--- src/rtl/mem_burst_master.sv ---
// Burst command sequencer for a single-port WIDTH x DEPTH memory: splits one read/write
// burst into single-beat memory transactions paced on the memory's registered ready.
//   state | meaning
//   IDLE  | waiting for a command, cmd_ready high
//   FETCH | write only: waiting for the next write-data word
//   ISSUE | one-cycle m_valid for the current beat
//   WAIT  | waiting for m_ready, timeout running
//   DONE  | one-cycle done pulse
//   ERR   | one-cycle err pulse (bad length or timeout)
module mem_burst_master #(
  parameter int WIDTH      = 8,
  parameter int DEPTH      = 32,
  parameter int ADDR_WIDTH = $clog2(DEPTH),
  parameter int MAX_LEN    = 16,
  parameter int LEN_W      = $clog2(MAX_LEN + 1),
  parameter int TIMEOUT    = 15
) (
  input  logic                  clk_i,
  input  logic                  res_i,
  input  logic                  cmd_valid_i,
  output logic                  cmd_ready_o,
  input  logic                  cmd_wr_i,
  input  logic [ADDR_WIDTH-1:0] cmd_addr_i,
  input  logic [LEN_W-1:0]      cmd_len_i,
  input  logic                  wd_valid_i,
  output logic                  wd_ready_o,
  input  logic [WIDTH-1:0]      wd_data_i,
  output logic                  rd_valid_o,
  output logic [WIDTH-1:0]      rd_data_o,
  output logic                  done_o,
  output logic                  err_o,
  output logic                  m_valid_o,
  output logic                  m_wr_rd_o,
  output logic [ADDR_WIDTH-1:0] m_addr_o,
  output logic [WIDTH-1:0]      m_wdata_o,
  input  logic [WIDTH-1:0]      m_rdata_i,
  input  logic                  m_ready_i
);

  localparam int TMO_W = $clog2(TIMEOUT + 1);

  typedef enum logic [2:0] {
    S_IDLE  = 3'd0,
    S_FETCH = 3'd1,
    S_ISSUE = 3'd2,
    S_WAIT  = 3'd3,
    S_DONE  = 3'd4,
    S_ERR   = 3'd5
  } state_t;

  state_t                state_q, state_d;
  logic                  wr_q, wr_d;
  logic [ADDR_WIDTH-1:0] addr_q, addr_d;
  logic [LEN_W-1:0]      len_q, len_d;
  logic [LEN_W-1:0]      cnt_q, cnt_d;
  logic [TMO_W-1:0]      tmo_q, tmo_d;
  logic [WIDTH-1:0]      wdata_q, wdata_d;
  logic [WIDTH-1:0]      rdata_q, rdata_d;
  logic                  rd_valid_q, rd_valid_d;

  always_ff @(posedge clk_i) begin
    if (!res_i) begin
      state_q    <= S_IDLE;
      wr_q       <= 1'b0;
      addr_q     <= '0;
      len_q      <= '0;
      cnt_q      <= '0;
      tmo_q      <= '0;
      wdata_q    <= '0;
      rdata_q    <= '0;
      rd_valid_q <= 1'b0;
    end else begin
      state_q    <= state_d;
      wr_q       <= wr_d;
      addr_q     <= addr_d;
      len_q      <= len_d;
      cnt_q      <= cnt_d;
      tmo_q      <= tmo_d;
      wdata_q    <= wdata_d;
      rdata_q    <= rdata_d;
      rd_valid_q <= rd_valid_d;
    end
  end

  always_comb begin
    state_d    = state_q;
    wr_d       = wr_q;
    addr_d     = addr_q;
    len_d      = len_q;
    cnt_d      = cnt_q;
    tmo_d      = tmo_q;
    wdata_d    = wdata_q;
    rdata_d    = rdata_q;
    rd_valid_d = 1'b0;
    case (state_q)
      S_IDLE: begin
        if (cmd_valid_i) begin
          wr_d   = cmd_wr_i;
          addr_d = cmd_addr_i;
          len_d  = cmd_len_i;
          cnt_d  = '0;
          if (cmd_len_i == '0 || cmd_len_i > LEN_W'(MAX_LEN)) begin
            state_d = S_ERR;
          end else begin
            state_d = cmd_wr_i ? S_FETCH : S_ISSUE;
          end
        end
      end
      S_FETCH: begin
        if (wd_valid_i) begin
          wdata_d = wd_data_i;
          state_d = S_ISSUE;
        end
      end
      S_ISSUE: begin
        tmo_d   = TMO_W'(TIMEOUT - 1);
        state_d = S_WAIT;
      end
      S_WAIT: begin
        if (m_ready_i) begin
          if (!wr_q) begin
            rdata_d    = m_rdata_i;
            rd_valid_d = 1'b1;
          end
          cnt_d  = cnt_q + LEN_W'(1);
          // DEPTH is a power of two, so the increment wraps to 0 by itself
          addr_d = addr_q + ADDR_WIDTH'(1);
          if (cnt_q + LEN_W'(1) == len_q) begin
            state_d = S_DONE;
          end else begin
            state_d = wr_q ? S_FETCH : S_ISSUE;
          end
        end else if (tmo_q == '0) begin
          state_d = S_ERR;
        end else begin
          tmo_d = tmo_q - TMO_W'(1);
        end
      end
      S_DONE:  state_d = S_IDLE;
      S_ERR:   state_d = S_IDLE;
      default: state_d = S_IDLE;
    endcase
  end

  always_comb begin
    cmd_ready_o = (state_q == S_IDLE);
    wd_ready_o  = (state_q == S_FETCH);
    m_valid_o   = (state_q == S_ISSUE);
    done_o      = (state_q == S_DONE);
    err_o       = (state_q == S_ERR);
    m_wr_rd_o   = wr_q;
    m_addr_o    = addr_q;
    m_wdata_o   = wdata_q;
    rd_valid_o  = rd_valid_q;
    rd_data_o   = rdata_q;
  end

endmodule
--- config.mk ---
export PLATFORM = sky130hd
export DESIGN_NAME = mem_burst_master
export DESIGN_NICKNAME = d
export VERILOG_FILES = /design/src/rtl/mem_burst_master.sv
export SDC_FILE = /design/constraint.sdc
export NUM_CORES = 1
export LEC_CHECK = 0
export ABC_AREA = 1
export CAP_MARGIN = 20
export CORE_UTILIZATION = 50
export DETAILED_ROUTE_END_ITERATION = 12
export GPL_TIMING_DRIVEN = 0
export PLACE_DENSITY = 0.83
export SLEW_MARGIN = 25
export SYNTH_ARGS = -nofsm -noshare
export SYNTH_HDL_FRONTEND = slang
export SYNTH_SLANG_ARGS = --single-unit
--- constraint.sdc ---
create_clock -name clk_i -period 2.9 [get_ports clk_i]
set_input_delay 0.58 -clock clk_i [delete_from_list [all_inputs] [get_ports clk_i]]
set_output_delay 0.58 -clock clk_i [all_outputs]
set_load 0.03 [all_outputs]
Word-level counts from Yosys, hierarchy flattened
Cells that the tools add are included.
Widths: inputs -> output; s select.
{"block": "word_totals", "input_bits": 32, "register_bits": 40, "wordCells": 58, "output_inout_bits": 28}
{"block": "op_classes", "order_cmp": 1, "add_sub_neg": 3, "n_eq_ne": 12, "n_bitwise": 1, "reduce_logical": 13, "mux": 19}
{"cell": "$mux 5", "n": 4}
{"cell": "$pmux 5 s2", "n": 2}
{"cell": "$mux 3", "n": 6}
{"cell": "$reduce_and 3->1", "n": 5}
{"cell": "$pmux 3 s4", "n": 1}
{"cell": "$add 5x1->5 const B", "n": 2}
{"cell": "$ne 2x2->1 const B", "n": 5}
{"cell": "$mux 4", "n": 2}
{"cell": "$pmux 4 s2", "n": 1}
{"cell": "$eq 3x2->1 const B", "n": 2}
{"cell": "$eq 3x3->1 const B", "n": 2}
{"cell": "$eq 5x5->1", "n": 1}
{"cell": "$gt 5x5->1 const B", "n": 1}
{"cell": "$logic_not 5->1", "n": 1}
{"cell": "$logic_not 4->1", "n": 1}
{"cell": "$mux 2", "n": 2}
{"cell": "$reduce_and 2->1", "n": 2}
{"cell": "$reduce_bool 2->1", "n": 2}
{"cell": "$sub 4x1->4 const B", "n": 1}
{"cell": "$eq 3x1->1 const B", "n": 1}
{"cell": "$logic_not 3->1", "n": 1}
{"cell": "$ne 3x3->1 const B", "n": 1}
{"cell": "$logic_or 1x1->1", "n": 1}
{"cell": "$mux 1", "n": 1}
{"cell": "$not 1->1", "n": 1}

Longest topological paths before layout
Gate-level depths: netlist (run 1).
{"block": "logic_depth", "word_depth": 5, "depth_mapped": 15}

Worst setup path after synthesis (run 1)
No wires, ideal clock.
{"block": "synth_path", "path_type": "reg2out", "start": "register state_q[2]", "end": "output port err_o", "path_slack_ns": 1.130, "path_stages_with_launch": 3, "t_required_ns": 2.320, "n_path_buf": 0, "arrival_time_ns": 1.190, "cell_sequence": "dfxtp_1 > inv_2 > nor3_1"}
{"block": "synth_between", "elab_chain_cells": 1}
{"element": "start, declared", "line": "51", "rtl": "state_t state_q, state_d;"}
{"element": "start signal, assigned", "line": "73", "rtl": "state_q <= state_d;"}
{"element": "$eq 3x3->1", "line": "150", "rtl": "err_o = (state_q == S_ERR);"}
{"element": "end, declared", "line": "31", "rtl": "output logic err_o,"}
Every way passes these cells.

Worst setup path in the final report (run 1)
{"block": "layout_path", "start": "register state_q[1]", "end": "output port m_valid_o"}
{"block": "layout_between", "elab_chain_cells": 1}
{"element": "$eq 3x2->1", "line": "148", "rtl": "m_valid_o = (state_q == S_ISSUE);"}
{"element": "end, declared", "line": "32", "rtl": "output logic m_valid_o,"}
Every way passes these cells.

==> metrics.md, run 1 <==
| Metric | Value |
|---|---|
| WL/cell | `11.8 um` |
| Detail Route met3 WL | `292 um` |
| Seq/Total Area, Yosys | `0.415` |
| Mapped cell area | `1930 um^2` |
| CTS tree | `yes` |
| Cts repair resizes | `0` |
| Setup bufs post-CTS | `0` |
| Layout cells sized above 1 | `0.103` |
| Die Wd | `64.1 um` |
| Mux share of post-synthesis cell area | `0` |
| Synth Area in Simple Gates | `0.311` |
| Crit-path max FO | `5` |
| Top-count cell post-synth | `nor2_1` |
| Fill cells | `325` |
| Non-Filler Instances | `377` |
| Top Layer Used | `met4` |
| Total congestion overflow | `0` |
| Cells after DPL | `370` |
| Warnings from Yosys | `0` |
| Leading area contributor after synthesis | `dfxtp_1` |
| Distinct cell type count after synthesis | `32` |
| Number of global-route vias before repair | `1,776` |
| Seq cells post-synth | `40` |
| Sequence of cells on the critical path | `nand2_4 -> nor2_1 -> clkdlybuf4s50_1` |
| TritonCTS Buffers | `5` |
| Starting Density | `0.523` |
| Slowest CP cell | `clkdlybuf4s50_1` |
| Met1 WL | `2120 um` |
| CP max stage delay | `700 ps` |
| # port buffers | `58` |
| FF/Latch Area | `801 um^2` |
| Post-Route WL | `4430 um` |
| Synthesized Nets | `299` |
| Root buf cell | `clkbuf_8` |
| Largest net degree at the start of global routing | `13` |
| Area grow syn2layout | `37.4%` |
| Fin. max-slew vios | `0` |
| Startpoint Class | `register` |
| Compound-Gate Fraction of Synth Area | `0.175` |
| Setup TNS | `0 ps` |
| RSZ-0062 raised after global routing | `false` |
| Syn_area_per_cell | `7.30 um^2` |
| Avg Vias per Cell | `5.02` |
| EDFF count, synth | `0` |
| Most frequent cells after synthesis | `nor2_1 (54), dfxtp_1 (40), nand2_1 (40)` |
| HP Class | `register to register` |
| # clock sinks | `40` |
| 1st-iter DRT viols | `97` |
| Final Setup Violations | `0` |
| Mapped Cells | `264` |
| Final GP Congestion | `0.868` |
| Hold buffers post-CTS | `0` |
| Post-DRT Antenna Nets | `0` |
| Std-Cell Rows | `22` |
| Top delay family on crit path | `buffers and inverters` |
| Final Hold Viols | `0` |
| DRT Pass-1 Iters | `4` |
| Largest cells by area after synthesis | `dfxtp_1 (42%), nor2_1 (11%), nand2_1 (7.8%), o21ai_0 (7.3%), a21oi_1 (4.7%)` |
| Final Util | `0.718` |
| Period utilization | `0.827` |
| Clock Skew | `1.82 ps` |
| Outcome | `complete, no violations` |
| Crit path DAT | `1820 ps` |
| Maxcap violations | `0` |
| Initial antenna violation count | `0` |
| HPWL after DPL | `3320 um` |
| Leak Pwr | `1.12 nW` |
| Clk slew on worst S/H paths | `80 ps` |
| Synth top area share | `0.415` |
| Max Clk Rate | `417 MHz` |
| H-tree depth | `2` |
| Worst Path Buf+Inv | `1` |
| Num ports | `60` |
| Max-slew headroom | `0.667` |
| Drc violations | `0` |
| Gr usage total | `0.241` |
| Class of the most critical setup path | `register to output pin` |
| WP data required | `2320 ps` |
| Post-synthesis xor/xnor area fraction | `0.00909` |
| Main combinational cell family by area after synthesis | `simple AND/OR/NAND/NOR gates` |
| Power Dens Cells | `792 nW/um^2` |
| VDD IR max | `0.417 mV` |
| Synth Area in Adders | `0.0195` |
| Post-layout min period | `2400 ps` |
| Core ar. | `3690 um^2` |
| Global-route wire length before repair | `7670 um` |
| Die H | `64.1 um` |
| Deepest clock path buffer count | `2` |
| # diodes | `0` |
| Worst-Margin Slew | `500 ps` |
| Asr flop ratio synth | `0` |
| Via count | `1,892` |
| Wire length on met2 | `1950 um` |
| Clock Latency Late Sink | `300 ps` |
| Multi-input gate area | `991 um^2` |
| Ys flop type | `dfxtp_1` |
| Worst R2R Setup Slack | `1220 ps` |
| Nets@finish | `364` |
| Die ar. | `4110 um^2` |
| Crit. End Element | `output pin` |
-- state kept, by name, indices dropped and copies added, names as in the netlist --
| signal | cells |
|---|---|
| m_addr_o | 5 |
| cnt_q | 5 |
| rd_valid_o | 1 |
| state_q | 3 |
| rd_data_o | 8 |
| tmo_q | 4 |
| m_wr_rd_o | 1 |
| len_q | 5 |
| m_wdata_o | 8 |
-- layout by cell type, fill, tap and decap left out, types with 2 or more instances in the layout --
cell type        synthesis  layout
a211oi_2                 2       2
o21ai_1                  6       6
nor2_8                   2       2
nor2_2                   3       3
dfxtp_1                 40      40
nor3_2                   2       2
nor3_1                   5       5
nand3_1                  8       8
o21ai_0                 28      28
inv_2                    6       6
clkdlybuf4s50_1          0      58
nor2_1                  54      54
clkbuf_1                 4       4
inv_1                   22      22
a31oi_1                  2       2
a21oi_1                 18      18
ha_1                     3       3
nand2_4                  3       3
nand4_1                  3       3
clkbuf_8                 0       5
nand2_1                 40      40
-- metal layers --
layer  vias up  track usage
li1        991            -
met3         5       0.0696
met4         0        0.100
met2        44        0.375
met1       852        0.311
met5         -            0
-- through the flow --
step / hold WS (ps) / setup WS [ps] / instance area [um^2] / power, mW
floorplan: 444 / 1130 / 1930 / 1.44
global placement: 461 / 817 / 2570 / 1.72
detailed placement: 467 / 819 / 2570 / 1.74
CTS: 480 / 486 / 2650 / 2.10
global route: 512 / 428 / 2650 / 2.25
finish: 478 / 502 / 2650 / 2.10
-- logic make-up (layout without fill, tap and decap cells) --
kind of cell             Yosys count  in the layout
AO/OA/AOI/OAI                     60             60
AND/OR/NAND/NOR                  125            125
adder cells (fa/ha/maj)            3              3
flip-flops                        40             40
XOR/XNOR                           2              2
buffers and inverters             34             99
-- power breakdown --
part	total (mW)	switching [mW]	leakage, nW	internal (mW)
clock	0.364	0.201	0.0400	0.163
combinational	0.953	0.571	0.756	0.382
sequential	0.781	0.110	0.327	0.671
total	2.10	0.882	1.12	1.22
-- worst reg2reg max path, delay by kind of cell (launching register included) --
kind	cells	cell delay, ps
AND/OR/NAND/NOR	11	760
flip-flops	1	350
adder cells (fa/ha/maj)	1	350
buffers and inverters	1	60
AO/OA/AOI/OAI	1	50
-- path summary, 6_finish.rpt --
check	startpoint	cells past startpoint	to
worst max-delay path	state_q[1]	3	m_valid_o
worst min-delay path	len_q[1]	2	len_q[1]
worst max register to register	cnt_q[0]	14	state_q[0]
worst min register to register	len_q[1]	2	len_q[1]
-- layout make-up --
class	instances	share of cell area
tap	48	0.0227
clock inverter	2	0.00472
buffer	6	0.0118
multi-input combinational	190	0.374
timing repair buffer	58	0.219
clock buffer	5	0.0260
sequential	40	0.302
inverter	28	0.0397
(Power assumes the default switching activity.)
==> run 2: changes to the inputs <==
--- a/config.mk
+++ b/config.mk
@@ -7,10 +7,10 @@
 export LEC_CHECK = 0
 export ABC_AREA = 1
 export CAP_MARGIN = 20
-export CORE_UTILIZATION = 50
+export CORE_UTILIZATION = 42
 export DETAILED_ROUTE_END_ITERATION = 12
 export GPL_TIMING_DRIVEN = 0
-export PLACE_DENSITY = 0.83
+export PLACE_DENSITY = 0.74
 export SLEW_MARGIN = 25
 export SYNTH_ARGS = -nofsm -noshare
 export SYNTH_HDL_FRONTEND = slang
==> constraint.sdc (replaced) <==
create_clock -name clk_i -period 2 [get_ports clk_i]
set_input_delay 0.4 -clock clk_i [delete_from_list [all_inputs] [get_ports clk_i]]
set_output_delay 0.4 -clock clk_i [all_outputs]
set_load 0.03 [all_outputs]
==> metrics.md, run 2 (synthesized netlist as in run 1, its figures left out) <==
| Metric | Value |
|---|---|
| Post-DRT Antenna Nets | `0` |
| Max Clk Rate | `537 MHz` |
| RSZ-0062 raised after global routing | `false` |
| Avg Vias per Cell | `4.87` |
| H-tree depth | `2` |
| WL/cell | `11.3 um` |
| Area grow syn2layout | `38.2%` |
| Via count | `1,859` |
| FF/Latch Area | `802 um^2` |
| Nets@finish | `364` |
| Leak Pwr | `1.16 nW` |
| Die ar. | `4870 um^2` |
| Largest net degree at the start of global routing | `13` |
| Std-Cell Rows | `24` |
| Crit. End Element | `output pin` |
| Class of the most critical setup path | `register to output pin` |
| WHS | `476 ps` |
| Die Wd | `69.8 um` |
| Commonest cells after routing, fill and taps aside | `nor2_1 (54), clkdlybuf4s50_1 (52), nand2_1 (40)` |
| Outcome | `complete, no violations` |
| 1st-iter DRT viols | `92` |
| Area post-placement | `2570 um^2` |
| Initial antenna violation count | `0` |
| Total congestion overflow | `0` |
| HP Class | `register to register` |
| Core ar. | `4380 um^2` |
| Die H | `69.8 um` |
| Setup TNS | `0 ps` |
| # port buffers | `58` |
| Period utilization | `0.932` |
| Number of global-route vias before repair | `1,739` |
| Drc violations | `0` |
| Clk slew on worst S/H paths | `80 ps` |
| Fill cells | `408` |
| Power Dens Cells | `1140 nW/um^2` |
| HPWL after DPL | `3260 um` |
| Final GP Congestion | `0.811` |
| # clock sinks | `40` |
| Final instance area | `2670 um^2` |
| Global-route wire length before repair | `7470 um` |
| Cells after DPL | `374` |
| TritonCTS Buffers | `5` |
| Gr usage total | `0.191` |
| VDD IR max | `0.472 mV` |
| Crit path DAT | `1460 ps` |
| Worst-Margin Slew | `536 ps` |
| Crit-path max FO | `4` |
| Layout cells sized above 1 | `0.106` |
| Post-Route WL | `4340 um` |
| Final Hold Viols | `0` |
| Post-layout min period | `1860 ps` |
| Multi-input gate area | `991 um^2` |
| # diodes | `0` |
| Startpoint Class | `register` |
| CTS tree | `yes` |
| Clock Skew | `6.05 ps` |
| Starting Density | `0.440` |
| Total power | `3.04 mW` |
| Most common cell after layout, fill and taps aside | `nor2_1` |
| Final Setup Violations | `0` |
| Deepest clock path buffer count | `2` |
| Max-slew headroom | `0.643` |
| Clock Latency Late Sink | `290 ps` |
| WP data required | `1600 ps` |
| Fin. max-slew vios | `0` |
| Maxcap violations | `0` |
| Root buf cell | `clkbuf_8` |
| Non-Filler Instances | `382` |
| Num ports | `60` |
| DRT Pass-1 Iters | `4` |
-- run 2: repair_timing --
action | CTS | global route
hold buffers | 0 | 0
setup buffers | 0 | 0
resized for setup | 5 | 2
setup endpoints to repair | 5 | 2
-- run 2: layout make-up --
type                       count  share of cell area
multi-input combinational    190               0.372
tap                           52              0.0244
inverter                      28              0.0394
clock buffer                   7              0.0324
sequential                    40               0.301
buffer                         6              0.0117
timing repair buffer          58               0.216
clock inverter                 1             0.00282
-- run 2: critical path, cell delays in order, from the launching register on --
cell and delay (ps):
dfxtp_1 370, inv_2 110, nand2_4 80, nor2_1 190, dlygate4sd2_1 430
-- run 2: metrics by stage --
stage                     worst slack, ps   util
after floorplan                       327      -
after global placement               91.0  0.587
after detailed placement             89.9  0.587
after CTS                            38.5  0.607
after global routing                 57.0  0.608
final                                 137  0.608
-- run 2: power breakdown --
group / switching (mW) / total, mW / internal [mW]
Sequential: 0.165 / 1.14 / 0.975
Combinational: 0.822 / 1.35 / 0.527
Clock: 0.268 / 0.548 / 0.280
Total: 1.26 / 3.04 / 1.78
-- run 2: per-layer routing --
layer	track usage	share of wire	vias up
met3	0.0669	0.075	6
met5	0	0	-
met1	0.250	0.49	807
met2	0.294	0.43	51
met4	0.0622	0.012	0
li1	-	-	995
-- run 2: final timing paths --
check        cells after the start          to  slack [ps]        from
max                              4   m_valid_o         140  state_q[2]
min                              2    len_q[1]         480    len_q[1]
max reg2reg                     14  state_q[0]         320    cnt_q[0]
min reg2reg                      2    len_q[1]         480    len_q[1]
